<file path="config.mk">
export PLATFORM = sky130hd
export DESIGN_NAME = hive_mem_arb
export DESIGN_NICKNAME = d
export VERILOG_FILES = /design/src/rtl/hive_mem_arb.sv
export SDC_FILE = /design/constraint.sdc
export NUM_CORES = 1
export LEC_CHECK = 0
export BUFFER_PORTS_ARGS = -buffer_cell sky130_fd_sc_hd__buf_4
export CORE_AREA = 5 5 128 130
export CTS_CLUSTER_DIAMETER = 200
export DETAILED_ROUTE_END_ITERATION = 6
export DIE_AREA = 0 0 133 135
export PLACE_DENSITY_LB_ADDON = 0.15
export SLEW_MARGIN = 10
export SYNTH_ARGS = -nofsm -noshare
export SYNTH_HDL_FRONTEND = slang
export SYNTH_SLANG_ARGS = --single-unit
export TNS_END_PERCENT = 1
</file>
<file path="constraint.sdc">
create_clock -name clk_i -period 6 [get_ports clk_i]
set_clock_uncertainty 0.05 [all_clocks]
set_input_delay 0.6 -clock clk_i [delete_from_list [all_inputs] [get_ports clk_i]]
set_output_delay 0.6 -clock clk_i [all_outputs]
set_load 0.02 [all_outputs]
</file>
<file path="src/rtl/hive_mem_arb.sv">
// hive_mem_arb: main-memory data port arbiter.
//
// Picks at most one of REQ_N requesters per clock with a round-robin grant.
// A requester can hold the grant for a read-modify-write sequence by raising
// its lock bit. The hold lasts at most LOCK_MAX consecutive grants. Each read
// is tagged with the issuing requester's id. The tag is returned together
// with the memory read word RD_LAT+1 clocks after the accepting edge.
//
// Ports:
//   clk_i, rst_i          clock, asynchronous active-high reset
//   rq_vld_i / rq_rdy_o   per-requester request valid / accepted this cycle
//   rq_wr_i, rq_byt_i,    per-requester access kind: write, byte, halfword,
//   rq_hlf_i, rq_sgn_i    sign-extended read
//   rq_lock_i             per-requester hold-grant request
//   rq_addr_i, rq_data_i  packed per-requester byte address / write data
//   rd_vld_o, rd_id_o,    read return strobe, owning requester, data
//   rd_data_o
//   mem_*_o               registered command to the memory data port
//   mem_rd_i              memory read data (passed straight to rd_data_o)
module hive_mem_arb #(
  parameter int REQ_N      = 4,
  parameter int MEM_ADDR_W = 16,
  parameter int ALU_W      = 32,
  parameter int RD_LAT     = 4,
  parameter int LOCK_MAX   = 16
) (
  input  logic                        clk_i,
  input  logic                        rst_i,
  input  logic [REQ_N-1:0]            rq_vld_i,
  output logic [REQ_N-1:0]            rq_rdy_o,
  input  logic [REQ_N-1:0]            rq_wr_i,
  input  logic [REQ_N-1:0]            rq_byt_i,
  input  logic [REQ_N-1:0]            rq_hlf_i,
  input  logic [REQ_N-1:0]            rq_sgn_i,
  input  logic [REQ_N-1:0]            rq_lock_i,
  input  logic [REQ_N*MEM_ADDR_W-1:0] rq_addr_i,
  input  logic [REQ_N*ALU_W-1:0]      rq_data_i,
  output logic                        rd_vld_o,
  output logic [$clog2(REQ_N)-1:0]    rd_id_o,
  output logic [ALU_W-1:0]            rd_data_o,
  output logic                        mem_wr_o,
  output logic                        mem_byt_o,
  output logic                        mem_hlf_o,
  output logic                        mem_sgn_o,
  output logic [MEM_ADDR_W-1:0]       mem_addr_o,
  output logic [ALU_W-1:0]            mem_data_o,
  input  logic [ALU_W-1:0]            mem_rd_i
);

  localparam int ID_W  = $clog2(REQ_N);
  localparam int CNT_W = $clog2(LOCK_MAX + 1);

  typedef enum logic {LK_IDLE, LK_LOCKED} lk_state_t;

  lk_state_t                       lk_state_reg;
  logic [ID_W-1:0]                 lk_owner_reg;
  logic [CNT_W-1:0]                lk_cnt_reg;
  logic [ID_W-1:0]                 rr_ptr_reg;
  logic [ID_W-1:0]                 rr_next;

  logic [REQ_N-1:0][MEM_ADDR_W-1:0] rq_addr_arr;
  logic [REQ_N-1:0][ALU_W-1:0]      rq_data_arr;
  logic [REQ_N-1:0][ID_W-1:0]       cand_id;

  logic                            lock_hold;
  logic                            grant_vld;
  logic [ID_W-1:0]                 grant_id;
  logic                            accept;

  logic [RD_LAT:0]                 tag_vld_reg;
  logic [RD_LAT:0][ID_W-1:0]       tag_id_reg;

  // The packed 2-D views have the same bit layout as the flat input buses.
  assign rq_addr_arr = rq_addr_i;
  assign rq_data_arr = rq_data_i;

  // cand_id[k] is the requester at search position k, counting from the
  // round-robin pointer and wrapping modulo REQ_N.
  genvar gi;
  generate
    for (gi = 0; gi < REQ_N; gi++) begin : g_cand
      logic [ID_W:0] sum;
      assign sum = {1'b0, rr_ptr_reg} + (ID_W+1)'(gi);
      assign cand_id[gi] = (sum >= (ID_W+1)'(REQ_N)) ?
                           ID_W'(sum - (ID_W+1)'(REQ_N)) : sum[ID_W-1:0];
    end
  endgenerate

  // A held lock is effective only while the owner keeps its lock bit up.
  // Dropping the bit releases the port in the same cycle. The lock is
  // honoured even when the owner is idle, so the other requesters see rdy=0.
  assign lock_hold = (lk_state_reg == LK_LOCKED) && rq_lock_i[lk_owner_reg];

  always_comb begin
    grant_vld = 1'b0;
    grant_id  = '0;
    if (lock_hold) begin
      grant_vld = rq_vld_i[lk_owner_reg];
      grant_id  = lk_owner_reg;
    end else begin
      // Walk the positions from last to first so the first valid one wins.
      for (int k = REQ_N - 1; k >= 0; k--) begin
        if (rq_vld_i[cand_id[k]]) begin
          grant_vld = 1'b1;
          grant_id  = cand_id[k];
        end
      end
    end
  end

  assign accept   = grant_vld & ~rst_i;
  assign rq_rdy_o = accept ? (REQ_N'(1) << grant_id) : '0;
  assign rr_next  = (grant_id == ID_W'(REQ_N - 1)) ? '0 : grant_id + 1'b1;

  // rd_data_o is a combinational pass-through of the memory read data.
  assign rd_data_o = mem_rd_i;

  // The command register and the round-robin pointer are updated on every
  // accepting edge. When no request is accepted, mem_wr_o is cleared and
  // the other fields hold, so the memory sees a harmless repeated read.
  always_ff @(posedge clk_i or posedge rst_i) begin
    if (rst_i) begin
      rr_ptr_reg <= '0;
      mem_wr_o   <= 1'b0;
      mem_byt_o  <= 1'b0;
      mem_hlf_o  <= 1'b0;
      mem_sgn_o  <= 1'b0;
      mem_addr_o <= '0;
      mem_data_o <= '0;
    end else if (accept) begin
      rr_ptr_reg <= rr_next;
      mem_wr_o   <= rq_wr_i[grant_id];
      mem_byt_o  <= rq_byt_i[grant_id];
      mem_hlf_o  <= rq_hlf_i[grant_id];
      mem_sgn_o  <= rq_sgn_i[grant_id];
      mem_addr_o <= rq_addr_arr[grant_id];
      mem_data_o <= rq_data_arr[grant_id];
    end else begin
      mem_wr_o   <= 1'b0;
    end
  end

  // Lock FSM. A forced release after LOCK_MAX grants returns to IDLE on the
  // accepting edge. The owner cannot re-lock on that edge. The pointer has
  // already moved to owner+1, so the other requesters get the next turn.
  always_ff @(posedge clk_i or posedge rst_i) begin
    if (rst_i) begin
      lk_state_reg <= LK_IDLE;
      lk_owner_reg <= '0;
      lk_cnt_reg   <= '0;
    end else if (lock_hold) begin
      if (accept) begin
        if (lk_cnt_reg == CNT_W'(LOCK_MAX - 1)) begin
          lk_state_reg <= LK_IDLE;
          lk_cnt_reg   <= '0;
        end else begin
          lk_cnt_reg   <= lk_cnt_reg + 1'b1;
        end
      end
    end else if (accept && rq_lock_i[grant_id] && (LOCK_MAX > 1)) begin
      lk_state_reg <= LK_LOCKED;
      lk_owner_reg <= grant_id;
      lk_cnt_reg   <= CNT_W'(1);
    end else begin
      lk_state_reg <= LK_IDLE;
      lk_cnt_reg   <= '0;
    end
  end

  // Read tag pipe. Stage 0 is loaded on the accepting edge and reaches the
  // last stage RD_LAT edges later. The return registers add one more edge,
  // which lines rd_vld_o up with the memory's command sample plus RD_LAT.
  always_ff @(posedge clk_i or posedge rst_i) begin
    if (rst_i) begin
      tag_vld_reg <= '0;
      tag_id_reg  <= '0;
      rd_vld_o    <= 1'b0;
      rd_id_o     <= '0;
    end else begin
      tag_vld_reg <= {tag_vld_reg[RD_LAT-1:0], accept & ~rq_wr_i[grant_id]};
      tag_id_reg  <= {tag_id_reg[RD_LAT-1:0], grant_id};
      rd_vld_o    <= tag_vld_reg[RD_LAT];
      rd_id_o     <= tag_id_reg[RD_LAT];
    end
  end

endmodule

</file>
== Word-level counts from Yosys, hierarchy flattened ==
Index checks and enable logic that the tools add are counted.

* Add/sub/neg operators: 9
* Order comparisons: 10
* Eq/ne operators: 4
* Shift operators: 1
* Muxes and demuxes: 51
* Bitwise operators: 5
* Reductions and logical operators: 4

{| class="wikitable"
|+ Operator list
! cell !! count
|-
| 32-bit binary-select mux with 2-bit select || 1
|-
| 16-bit binary-select mux with 2-bit select || 1
|-
| 32-bit two-way mux || 1
|-
| 1-bit binary-select mux with 2-bit select || 11
|-
| 1-bit two-way mux || 22
|-
| 2-bit two-way mux || 10
|-
| 2-bit by 3-bit less-than comparator with 1-bit output (second input constant) || 6
|-
| 16-bit two-way mux || 1
|-
| 5-bit two-way mux || 3
|-
| 3-bit greater-or-equal comparator (second input constant) || 3
|-
| 2-bit by 1-bit subtractor with 2-bit output (second input constant) || 4
|-
| 2-bit by 2-bit adder with 3-bit output (second input constant) || 2
|-
| 5-bit by 1-bit adder with 5-bit output (second input constant) || 1
|-
| 5-bit by 4-bit == test with 1-bit output (second input constant) || 1
|-
| 4-bit two-way mux || 1
|-
| 2-bit by 1-bit inequality test with 1-bit output (second input constant) || 2
|-
| 2-bit AND reduction || 2
|-
| 1-bit by 2-bit << shifter with 4-bit output (first input constant) || 1
|-
| 2-bit by 1-bit adder with 3-bit output (second input constant) || 1
|-
| 2-bit by 3-bit greater-or-equal comparator with 1-bit output (second input constant) || 1
|-
| 1-bit inverter || 3
|-
| 2-bit by 1-bit adder with 2-bit output (second input constant) || 1
|-
| 1-bit AND || 2
|-
| 2-bit == test (second input constant) || 1
|-
| 1-bit logical AND || 2
|}

* Flip-flop bits (word level): 80
* Logic and storage cells: 102

== Longest topological paths before layout ==
Gate-level depths: netlist of the first run.

* Depth in word-level cells: 15
* Gate-level depth with buffers: 12
* Depth with buffers taken out: 8

== Worst setup path after synthesis of the first run ==
OpenSTA, ideal clock, no wires.

* Kind: input port to output port
* From: input rst_i
* To: output rq_rdy_o[0]
* Arrival: 3.404 ns
* Required time: 5.350 ns
* Setup slack: 1.946 ns
* Stages on the path: 5
* Buffers on the path: 2
* Path through: inv_1 o211ai_1 buf_2 buf_1 nor2_1

* Word-level cells in the longest chain between the ends: 3

{| class="wikitable"
|+ Ends and longest elaborated chain
! item !! line !! RTL
|-
| start, declared || 28 || <nowiki>input logic rst_i,</nowiki>
|-
| 1-bit inverter || 111 || <nowiki>assign accept = grant_vld & ~rst_i;</nowiki>
|-
| 1-bit AND || 111 ||
|-
| 4-bit two-way mux || 112 || <nowiki>assign rq_rdy_o = accept ? (REQ_N'(1) << grant_id) : '0;</nowiki>
|-
| end, declared || 30 || <nowiki>output logic [REQ_N-1:0] rq_rdy_o,</nowiki>
|}

Every way passes these cells.

== Final worst setup path of the first run ==
* From: register lk_owner_reg[1]
* To: output rq_rdy_o[3]

* Word-level cells in the longest chain between the ends: 6
* Elaborated cells on any way between the ends: 10
* Classes of those cells: shift (1); mux (7); bitwise (1); reduce/logical (1)

{| class="wikitable"
|+ Ends and longest elaborated chain
! item !! line !! RTL
|-
| start, declared || 56 || <nowiki>logic [ID_W-1:0] lk_owner_reg;</nowiki>
|-
| start signal, assigned || 162 || <nowiki>lk_owner_reg <= grant_id;</nowiki>
|-
| 1-bit binary-select mux with 2-bit select || 92 || <nowiki>assign lock_hold = (lk_state_reg == LK_LOCKED) && rq_lock_i[lk_owner_reg];</nowiki>
|-
| 1-bit two-way mux (implied by the code) || 92 ||
|-
| 1-bit logical AND || 92 ||
|-
| 2-bit two-way mux / 1-bit two-way mux (equally long branches) || 97 || <nowiki>if (lock_hold) begin</nowiki>
|-
| 1-bit by 2-bit << shifter with 4-bit output / 1-bit AND (equally long branches) || 112, 111 ||
|-
| 4-bit two-way mux * || 112 ||
|}

Mark *: on every way between the ends. The rest lies on a longest branch, timed or not. The select of a mux whose other input is x is not followed.

==> metrics.md, run 1 <==
| Metric | Value |
|---|---|
| Most common cell in the netlist | `mux2i_1` |
| First-pass GRT wire length | `22500 µm` |
| Clk buf depth | `2` |
| Initial Util | `0.335` |
| Crit-path max FO | `55` |
| CTS Hold Bufs | `0` |
| Die height | `135 µm` |
| CTS clk-pin slew, worst paths | `0.06 ns` |
| Site Rows | `45` |
| Routed len/inst | `16.1 µm` |
| Drt first pass iters | `6` |
| Core ar. | `15000 µm²` |
| EDFF count, synth | `0` |
| # H-tree levels | `3` |
| MaxCap Viol Count | `0` |
| WP data required | `5.35 ns` |
| Ordered cell list for the critical path | `mux2i_1 -> o22ai_1 -> nand2_1 -> o21ai_4 -> buf_4 -> ha_1 -> inv_1 -> nor2_1 -> buf_4` |
| IO buf count | `276` |
| Synth cell count leaders | `108 x mux2i_1, 80 x dfrtp_1, 60 x nand2_1, 54 x mux2_2, 51 x o21ai_1` |
| Synth Area in Compound Gates | `0.0782` |
| Syn Area/Cell | `10.6 µm²` |
| Reg2Reg Capture Point | `mem_data_o[30]` |
| Clock sinks | `80` |
| Period minus WS final | `3.69 ns` |
| Maximum VDD drop | `299 µV` |
| Ranking of synthesized cells by area | `dfrtp_1 40%, mux2i_1 21%, mux2_2 12%` |
| Share of the synthesized area in the top cell type | `0.397` |
| Vias in the first global route | `4393` |
| Largest family of logic cells by synthesized area | `multiplexers` |
| Mux cell area share after synthesis | `0.340` |
| CP max stage cell | `buf_4` |
| Post-CTS setup buffer count | `0` |
| Ports | `341` |
| Worst hold path type | `flop to flop` |
| Starting DRC count in detailed routing | `139` |
| Slew @ Worst Pin | `1.04 ns` |
| DIE WIDTH | `133 µm` |
| Post-synthesis xor/xnor area fraction | `0.00348` |
| Worst setup path endpoint | `rq_rdy_o[3]` |
| Async set or reset register ratio after synthesis | `1.00` |
| Synth unique cells | `38` |
| Routed WL | `14500 µm` |
| Outcome | `completed` |
| Post-layout util | `0.481` |
| Max stage delay on crit path | `0.62 ns` |
| Largest net degree at the start of global routing | `83` |
| DR vias/cell | `4.68` |
| Antenna-violating nets left | `0` |
| Reg2Reg Setup Slack | `2.61 ns` |
| Crit start category | `flop` |
| CTS buffer count | `9` |
| CTS tree | `built` |
| Synthesized area | `5040 µm²` |
| Total negative setup slack | `0 ns` |
| Post_cts resized | `0` |
| Syn nets | `731` |
| Cells after Synth | `476` |
| Antenna cell count | `0` |
| Critical Path End Type | `output port` |
| Leak Pwr | `0.00386 µW` |
| Synth area leader | `dfrtp_1` |
| Final Hold Fails | `0` |
| Area grow syn2layout | `43.5%` |
| Sequential-to-total area share from yosys stat | `0.397` |
| R2r startpoint | `lk_owner_reg[1]` |
| WP data arrival | `3.04 ns` |
| Top FF cell, synth | `dfrtp_1` |
| Final routed DRC violation total | `0` |
| Vias | `4200` |
| P per Cell Area | `482 nW/µm²` |
| Die ar. | `18000 µm²` |
| DP HPWL | `11200 µm` |
| Simple-gate area share of the yosys netlist | `0.0646` |
| Final worst-path cycle share | `0.616` |
| Register bit total from synthesis | `80` |
| FF-to-FF path depth | `8` |
| Total track usage | `0.156` |
| Final Slew Violations | `0` |
| GP Congestion | `0.861` |
| Initial antenna violation count | `0` |
| Worst skew pair latency | `0.33 ns` |
| Final setup viols | `0` |
| Nets | `961` |
| Relative slew margins | `0.308` |
| Clock Root Buffer | `clkbuf_16` |
| Crit path top cell by count | `buf_4` |
| Unrepaired setup endpoints after global routing | `no` |
| Grt ovf | `0` |
| Fraction of layout instances using a drive strength above 1 | `0.499` |
| Fmax | `271 MHz` |
| Adder-cell area share of the yosys netlist | `0.0124` |
| Yosys warnings | `0` |
| Crit Path Class | `flop to output port` |
| CP Launch Point | `lk_owner_reg[1]` |
| Max FFs per register | `32` |
[cell usage in the layout, fill, tap and decap left out, drive strengths merged, types with 2 or more instances in the layout]
| cell | netlist | routed |
|---|---|---|
| buf | 50 | 281 |
| mux2i | 108 | 108 |
| clkinv | 0 | 3 |
| inv | 11 | 10 |
| bufinv | 0 | 2 |
| mux2 | 54 | 54 |
| xor2 | 2 | 2 |
| a21o | 2 | 2 |
| a21oi | 3 | 3 |
| o22ai | 2 | 2 |
| o211ai | 3 | 3 |
| nor2 | 14 | 14 |
| o21ai | 54 | 54 |
| ha | 5 | 5 |
| nor2b | 2 | 2 |
| dfrtp | 80 | 80 |
| clkinvlp | 0 | 2 |
| o31ai | 2 | 2 |
| clkbuf | 12 | 9 |
| nand2 | 60 | 60 |
[layout make-up]
class / count / area, µm²
Timing Repair Buffer: 281 / 2110
Inverter: 11 / 47.5
Clock buffer: 9 / 225
Tap cell: 188 / 235
Clock inverter: 6 / 85.1
Multi-Input combinational cell: 323 / 2520
Fill cell: 1444 / 7810
Sequential cell: 80 / 2000
[metal layers]
| layer | track usage | routed length (µm) | vias to the layer above |
|---|---|---|---|
| li1 | - | - | 2098 |
| met4 | 0.0537 | 250 | 0 |
| met1 | 0.180 | 5760 | 1903 |
| met2 | 0.275 | 7410 | 174 |
| met3 | 0.0455 | 1050 | 25 |
| met5 | 0 | 0 | - |
[power breakdown]
part           total (µW)  leakage [µW]  internal (µW)  switching (µW)
clock network         569      0.000147            360             209
logic                1990       0.00272            970            1020
registers             921      0.000990            788             133
[metrics by stage]
step	worst slack, ns	hold slack, ns	power, µW	cells	cell area [µm²]
floorplan	1.95	0.281	2430	476	5040
global placement	2.49	0.282	2930	883	6920
detailed placement	2.39	0.285	2970	883	6920
CTS	2.24	0.299	3560	898	7230
global route	2.05	0.301	3740	898	7230
finish	2.31	0.297	3480	898	7230
[worst max-delay path: cells and delay by family (launching register included)]
family,cells,cell delay (ns)
buf+inv,3,0.83
compound gates,2,0.63
flops,1,0.47
simple gates,2,0.30
fa+ha+maj,1,0.29
mux,1,0.18
[cells by family after synthesis]
logic type / count (synthesis)
flip-flops: 80
buffers and inverters: 73
multiplexers: 163
AND/OR/NAND/NOR: 82
AO/OA/AOI/OAI: 71
adder cells (fa/ha/maj): 5
XOR/XNOR: 2
[worst min path at each step]
stage	slack, ns	from	depth (start not counted)	endpoint
finish	0.30	tag_vld_reg[1]	0	tag_vld_reg[2]
global route	0.30	tag_vld_reg[1]	0	tag_vld_reg[2]
CTS	0.30	tag_vld_reg[4]	0	rd_vld_o
detailed placement	0.28	tag_vld_reg[4]	0	rd_vld_o
global placement	0.28	tag_id_reg[3]	0	tag_id_reg[5]
floorplan	0.28	tag_id_reg[8]	0	rd_id_o[0]
(Power assumes the default switching activity.)
==> inputs of run 2 (changes only) <==
ABC_AREA = 1   (was unset)
clock period = 3.2 ns   (was 6 ns; I/O delays follow)
==> run 2 against run 1 <==
  * Synthesized cell count rose by 60%
  * Clock power increased by 110%
  * Flip-flop and latch count unchanged
  * Utilization is 0.95 points higher
  * Highest routed layer unchanged
==> metrics.md, run 2 <==
| Metric | Value |
|---|---|
| Site Rows | `45 (unchanged)` |
| Sequential-to-total area share from yosys stat | `0.391 (-0.00651)` |
| Final routed DRC violation total | `0 (unchanged)` |
| CTS clk-pin slew, worst paths | `0.06 ns (about the same)` |
| Period minus WS final | `2.84 ns` |
| # H-tree levels | `3 (unchanged)` |
| Nets | `1239 (+29%)` |
| First-pass GRT wire length | `28100 µm (+25%)` |
| Clock Root Buffer | `clkbuf_16` |
| Multi-input combinational cell area | `2470 µm² (-2.0%)` |
| Antenna cell count | `0 (unchanged)` |
| P per Cell Area | `1210 nW/µm² (+150%)` |
| Total negative setup slack | `0 ns (unchanged)` |
| DR vias/cell | `4.74 (+1.3%)` |
| Ordered cell list for the critical path | `inv_1 -> nand2_1 -> nand3_1 -> nand2_1 -> nand3_1 -> nand2_1 -> nand2_1 -> nand3_2 -> nand2_4 -> clkinv_2 -> ha_1 -> inv_1 -> nor2_1 -> buf_4` |
| Leak Pwr | `0.00407 µW (+5.4%)` |
| EDFF count, synth | `0 (unchanged)` |
| Area grow syn2layout | `43.9%` |
| Fmax | `352 MHz` |
| Drt first pass iters | `6 (unchanged)` |
| Routed len/inst | `15.2 µm (-5.7%)` |
| Crit-path max FO | `20 (-64%)` |
| Initial Util | `0.341 (+0.00558)` |
| Initial antenna violation count | `0 (unchanged)` |
| CP Launch Point | `rr_ptr_reg[0]` |
| Reg2Reg Capture Point | `mem_data_o[25]` |
| Synth area leader | `dfrtp_1` |
| Crit path top cell by count | `nand2_1` |
| Worst setup path endpoint | `rq_rdy_o[3]` |
| CP max stage cell | `dfrtp_2` |
| Crit Path Class | `flop to output port` |
| Final Hold Fails | `0 (unchanged)` |
| WP data arrival | `2.47 ns (-0.57 ns)` |
| Yosys warnings | `0 (unchanged)` |
| Maximum VDD drop | `1030 µV (+240%)` |
| Antenna-violating nets left | `0 (unchanged)` |
| Worst skew pair latency | `0.33 ns (about the same)` |
| CTS tree | `built` |
| Syn Area/Cell | `6.73 µm² (-36%)` |
| Hold path cells | `4 (+4)` |
| Clk buf depth | `2 (unchanged)` |
| Syn nets | `1016 (+39%)` |
| Reg2Reg Setup Slack | `0.67 ns (-1.94 ns)` |
| Async set or reset register ratio after synthesis | `1.00 (unchanged)` |
| Top FF cell, synth | `dfrtp_1` |
| Grt ovf | `0 (unchanged)` |
| Fillers | `1568 (+8.6%)` |
| Outcome | `completed` |
| Most frequent cells in the layout | `350 x nand2_1, 290 x buf_4, 170 x nand3_1` |
| Starting DRC count in detailed routing | `231 (+66%)` |
| R2r startpoint | `rr_ptr_reg[0]` |
| Final worst-path cycle share | `0.888` |
| Ranking of synthesized cells by area | `dfrtp_1 39%, nand2_1 26%, nand3_1 17%` |
| MaxCap Viol Count | `0 (unchanged)` |
| Cells after Synth | `761 (+60%)` |
| IO buf count | `276 (unchanged)` |
| Relative slew margins | `0.313 (+0.00522)` |
| Max stage delay on crit path | `0.47 ns (-0.15 ns)` |
| FF-to-FF path depth | `15 (+7)` |
| Vias in the first global route | `5588 (+27%)` |
| Most common cell in the netlist | `nand2_1` |
| Critical Path End Type | `output port` |
| Die ar. | `18000 µm² (unchanged)` |
| Worst hold path type | `primary input to flop` |
| Synthesized area | `5120 µm² (+1.7%)` |
| Core ar. | `15000 µm² (unchanged)` |
| Crit start category | `flop` |
| Slew @ Worst Pin | `1.03 ns (-0.00783 ns)` |
| Register bit total from synthesis | `80 (unchanged)` |
| Max FFs per register | `32 (unchanged)` |
| DIE WIDTH | `133 µm (unchanged)` |
| Hold slack final | `0.236 ns (-0.0605 ns)` |
| Largest net degree at the start of global routing | `80 (-3.6%)` |
| Vias | `5574 (+33%)` |
| Synth cell count leaders | `351 x nand2_1, 170 x nand3_1, 80 x dfrtp_1, 43 x buf_4, 28 x inv_1` |
| CTS buffer count | `9 (unchanged)` |
| Total track usage | `0.192 (+0.0369)` |
| Ports | `341 (unchanged)` |
| Final Slew Violations | `0 (unchanged)` |
| DP HPWL | `13300 µm (+19%)` |
| Unrepaired setup endpoints after global routing | `no` |
| Post-layout util | `0.490 (+0.00949)` |
| Synth unique cells | `22 (-42%)` |
| WP data required | `2.83 ns (-2.52 ns)` |
| GP Congestion | `0.793 (-7.9%)` |
| Commonest non-fill, non-tap cell in the layout | `nand2_1` |
| Die height | `135 µm (unchanged)` |
| Routed WL | `17900 µm (+24%)` |
| Clock sinks | `80 (unchanged)` |
| Fraction of layout instances using a drive strength above 1 | `0.320 (-0.179)` |
| Share of the synthesized area in the top cell type | `0.391 (-0.00651)` |
| Final setup viols | `0 (unchanged)` |
| Pwr Total | `8910 µW (+160%)` |
| Sequential Area | `2000 µm² (about the same)` |
==> run 2: logic make-up after synthesis <==
family	after synthesis	synth area share
compound gates	23	0.0239
simple gates	540	0.441
buf+inv	111	0.129
fa+ha+maj	5	0.0122
flops	80	0.391
xor+xnor	2	0.00342
==> run 2: layer usage <==
layer  share of wire  global-route usage  vias up  wire (µm)
li1                -                   -     2831          -
met4           0.021              0.0629        0        375
met1            0.41               0.232     2489       7350
met5               0                   0        -          0
met3           0.080              0.0604       31       1430
met2            0.49               0.328      223       8730
==> run 2: what timing repair did <==
action                                  CTS  global route
buffers inserted                          0             0
hold endpoints to repair                  1             0
endpoints found under the setup margin    0             1
resized for setup                         0             1
hold buffers                              1             0
==> run 2: worst min-delay path by stage <==
| stage | start | endpoint |
|---|---|---|
| after detailed placement | rst_i | mem_data_o[0] |
| after global routing | rq_wr_i[1] | tag_vld_reg[0] |
| after global placement | rst_i | mem_data_o[0] |
| final | rq_wr_i[3] | tag_vld_reg[0] |
| after floorplan | tag_id_reg[8] | rd_id_o[0] |
| after CTS | rq_wr_i[1] | tag_vld_reg[0] |
==> run 2: cell type report <==
cell class              instances  area share
clock buffers                  11      0.0329
multi-input cells             570       0.335
clock inverters                 5      0.0141
well taps                     188      0.0319
repair buffers                291       0.297
flip-flops and latches         80       0.272
inverters                      32      0.0170
==> run 2: worst max-delay path, delay by kind of cell, from the launching register on <==
family                   cells  cell delay (ns)
buffers and inverters        4             0.58
AND/OR/NAND/NOR              9             0.85
flip-flops                   1             0.47
adder cells (fa/ha/maj)      1             0.23
==> run 2: power breakdown <==
group	internal (µW)	switching (µW)
combinational	2060	3880
clock	784	411
sequential	1510	257
==> run 2: metrics by stage <==
step / std cells / setup WS, ns / cell area [µm²]
6_report: 1177 / 0.357 / 7370
5_1_grt: 1177 / 0.0779 / 7370
3_3_place_gp: 1160 / 0.624 / 7010
2_1_floorplan: 761 / 0.395 / 5120
4_1_cts: 1177 / 0.245 / 7370
3_5_place_dp: 1160 / 0.583 / 7010
==> inputs of run 3 (changes only) <==
ABC_AREA = unset   (was 1)
CORE_AREA = 5 5 129 131   (was 5 5 128 130)
DIE_AREA = 0 0 134 136   (was 0 0 133 135)
GPL_ROUTABILITY_DRIVEN = 0   (was unset)
==> run 3 against run 2 <==
  * Global-route usage shrank 3.9 points
  * Worst setup slack worse by 0.031 ns
  * Count of clock-buffer cells in the layout is 1 lower
  * Critical path type unchanged
  * Largest cell class unchanged
==> metrics.md, run 3 (same netlist as run 1, synthesis figures left out) <==
| Metric | Value |
|---|---|
| Outcome | `completed` |
| Clock sinks | `80 (unchanged)` |
| Reg2Reg Setup Slack | `0.61 ns (-0.06 ns)` |
| Antenna-violating nets left | `0 (unchanged)` |
| Ordered cell list for the critical path | `mux2i_1 -> o22ai_1 -> nand2_1 -> o21ai_4 -> inv_1 -> ha_1 -> inv_1 -> nor2_1 -> buf_4` |
| Unrepaired setup endpoints after global routing | `no` |
| P per Cell Area | `899 nW/µm² (-26%)` |
| Hold_sp | `tag_id_reg[9]` |
| Final worst-path cycle share | `0.898 (+0.00979)` |
| Total track usage | `0.154 (-0.0386)` |
| Area grow syn2layout | `44.7%` |
| Ports | `341 (unchanged)` |
| Period minus WS final | `2.87 ns (+0.0313 ns)` |
| Worst skew pair latency | `0.33 ns (about the same)` |
| CTS clk-pin slew, worst paths | `0.06 ns (about the same)` |
| CTS tree | `built` |
| Fmax | `348 MHz (-1.1%)` |
| Most frequent cells in the layout | `283 x buf_4, 108 x mux2i_1, 80 x dfrtp_1` |
| Final Hold Fails | `0 (unchanged)` |
| Layout Cells excl Fill | `908 (-23%)` |
| Reg2Reg Capture Point | `lk_owner_reg[0]` |
| Die height | `136 µm (+0.74%)` |
| Final Slew Violations | `0 (unchanged)` |
| CP max stage cell | `o22ai_1` |
| Antenna cell count | `0 (unchanged)` |
| Critical Path End Type | `output port` |
| Vias | `4225 (-24%)` |
| Routed WL | `14600 µm (-18%)` |
| Total negative setup slack | `0 ns (unchanged)` |
| Final routed DRC violation total | `0 (unchanged)` |
| First-pass GRT wire length | `22300 µm (-21%)` |
| Vias in the first global route | `4395 (-21%)` |
| WP data arrival | `2.50 ns (+0.03 ns)` |
| Relative slew margins | `0.449 (+0.135)` |
| Largest net degree at the start of global routing | `65 (-19%)` |
| Crit start category | `flop` |
| Worst Hold End | `rd_id_o[1]` |
| Routed len/inst | `16.1 µm (+5.8%)` |
| DR vias/cell | `4.65 (-1.7%)` |
| Nets | `966 (-22%)` |
| Drt first pass iters | `6 (unchanged)` |
| CTS buffer count | `9 (unchanged)` |
| FF-to-FF path depth | `7 (-8)` |
| Initial antenna violation count | `0 (unchanged)` |
| Max stage delay on crit path | `0.55 ns (+0.08 ns)` |
| WP data required | `2.83 ns (about the same)` |
| Die ar. | `18200 µm² (+1.5%)` |
| IO buf count | `276 (unchanged)` |
| Fraction of layout instances using a drive strength above 1 | `0.501 (+0.182)` |
| Site Rows | `46 (+2.2%)` |
| DIE WIDTH | `134 µm (+0.75%)` |
| Hold path cells | `0 (-4)` |
| Post_cts resized | `0 (unchanged)` |
| DP HPWL | `11700 µm (-12%)` |
| Crit-path max FO | `6 (-70%)` |
| MaxCap Viol Count | `0 (unchanged)` |
| Maximum VDD drop | `388 µV (-62%)` |
| Initial Util | `0.325 (-0.0153)` |
| Leak Pwr | `0.00390 µW (-4.3%)` |
| Worst hold path type | `flop to flop` |
| Starting DRC count in detailed routing | `123 (-47%)` |
| Slew @ Worst Pin | `0.827 ns (-0.203 ns)` |
| Grt ovf | `0 (unchanged)` |
| Commonest non-fill, non-tap cell in the layout | `buf_4` |
| Max FFs per register | `32 (unchanged)` |
| # H-tree levels | `3 (unchanged)` |
| Crit Path Class | `flop to output port` |
| Core ar. | `15500 µm² (+3.0%)` |
| R2r startpoint | `lk_owner_reg[1]` |
| Clock Root Buffer | `clkbuf_16` |
| Crit path top cell by count | `inv_1` |
| Final setup viols | `0 (unchanged)` |
| Post-CTS setup buffer count | `0 (unchanged)` |
| Clk buf depth | `2 (unchanged)` |
| DP Cell Count | `891 (-23%)` |
-- run 3: routing by layer --
layer	part of all wire	wire, µm	track usage
met3	0.070	1030	0.0440
met2	0.53	7700	0.274
met4	0.022	324	0.0583
met1	0.38	5540	0.175
met5	0	0	0
-- run 3: report_power, final --
part / internal, µW / switching, µW / total (µW)
clock network: 620 / 393 / 1010
logic: 1870 / 1950 / 3820
registers: 1480 / 233 / 1710
-- run 3: per-stage QoR --
step	power [µW]	setup WS [ns]	area, µm²	utilization	hold WS (ns)
global placement	5560	0.613	6980	0.451	0.282
global route	7020	0.117	7290	0.471	0.300
finish	6550	0.326	7290	0.471	0.296
floorplan	4550	0.316	5040	-	0.281
detailed placement	5630	0.579	6980	0.451	0.285
CTS	6680	0.290	7290	0.471	0.295
-- run 3: critical path: cells and delay by family (launching register included) --
kind | cells | cell delay [ns]
compound gates | 2 | 0.69
flops | 1 | 0.46
buf+inv | 3 | 0.38
simple gates | 2 | 0.25
fa+ha+maj | 1 | 0.23
mux | 1 | 0.17
-- run 3: final cells by class --
type                    count  area (µm²)
inverters                  11        50.0
well taps                 192         240
repair buffers            286        2170
multi-input cells         323        2520
fillers                  1510        8200
flip-flops and latches     80        2000
clock buffers              10         239
clock inverters             6        58.8
-- run 3: how the worst max path moves through the flow --
stage | cells past startpoint | endpoint | from
6_report | 9 | rq_rdy_o[0] | lk_owner_reg[1]
4_1_cts | 9 | rq_rdy_o[1] | lk_owner_reg[1]
3_3_place_gp | 7 | lk_owner_reg[0] | lk_owner_reg[1]
3_5_place_dp | 7 | lk_owner_reg[0] | lk_owner_reg[1]
5_1_grt | 9 | rq_rdy_o[0] | lk_owner_reg[1]
2_1_floorplan | 5 | rq_rdy_o[0] | rst_i
-- run 3: timing repair --
| action | CTS | global route |
|---|---|---|
| hold buffers | 1 | 0 |
| endpoints found under the setup margin | 0 | 0 |
| hold endpoints to repair | 16 | 0 |
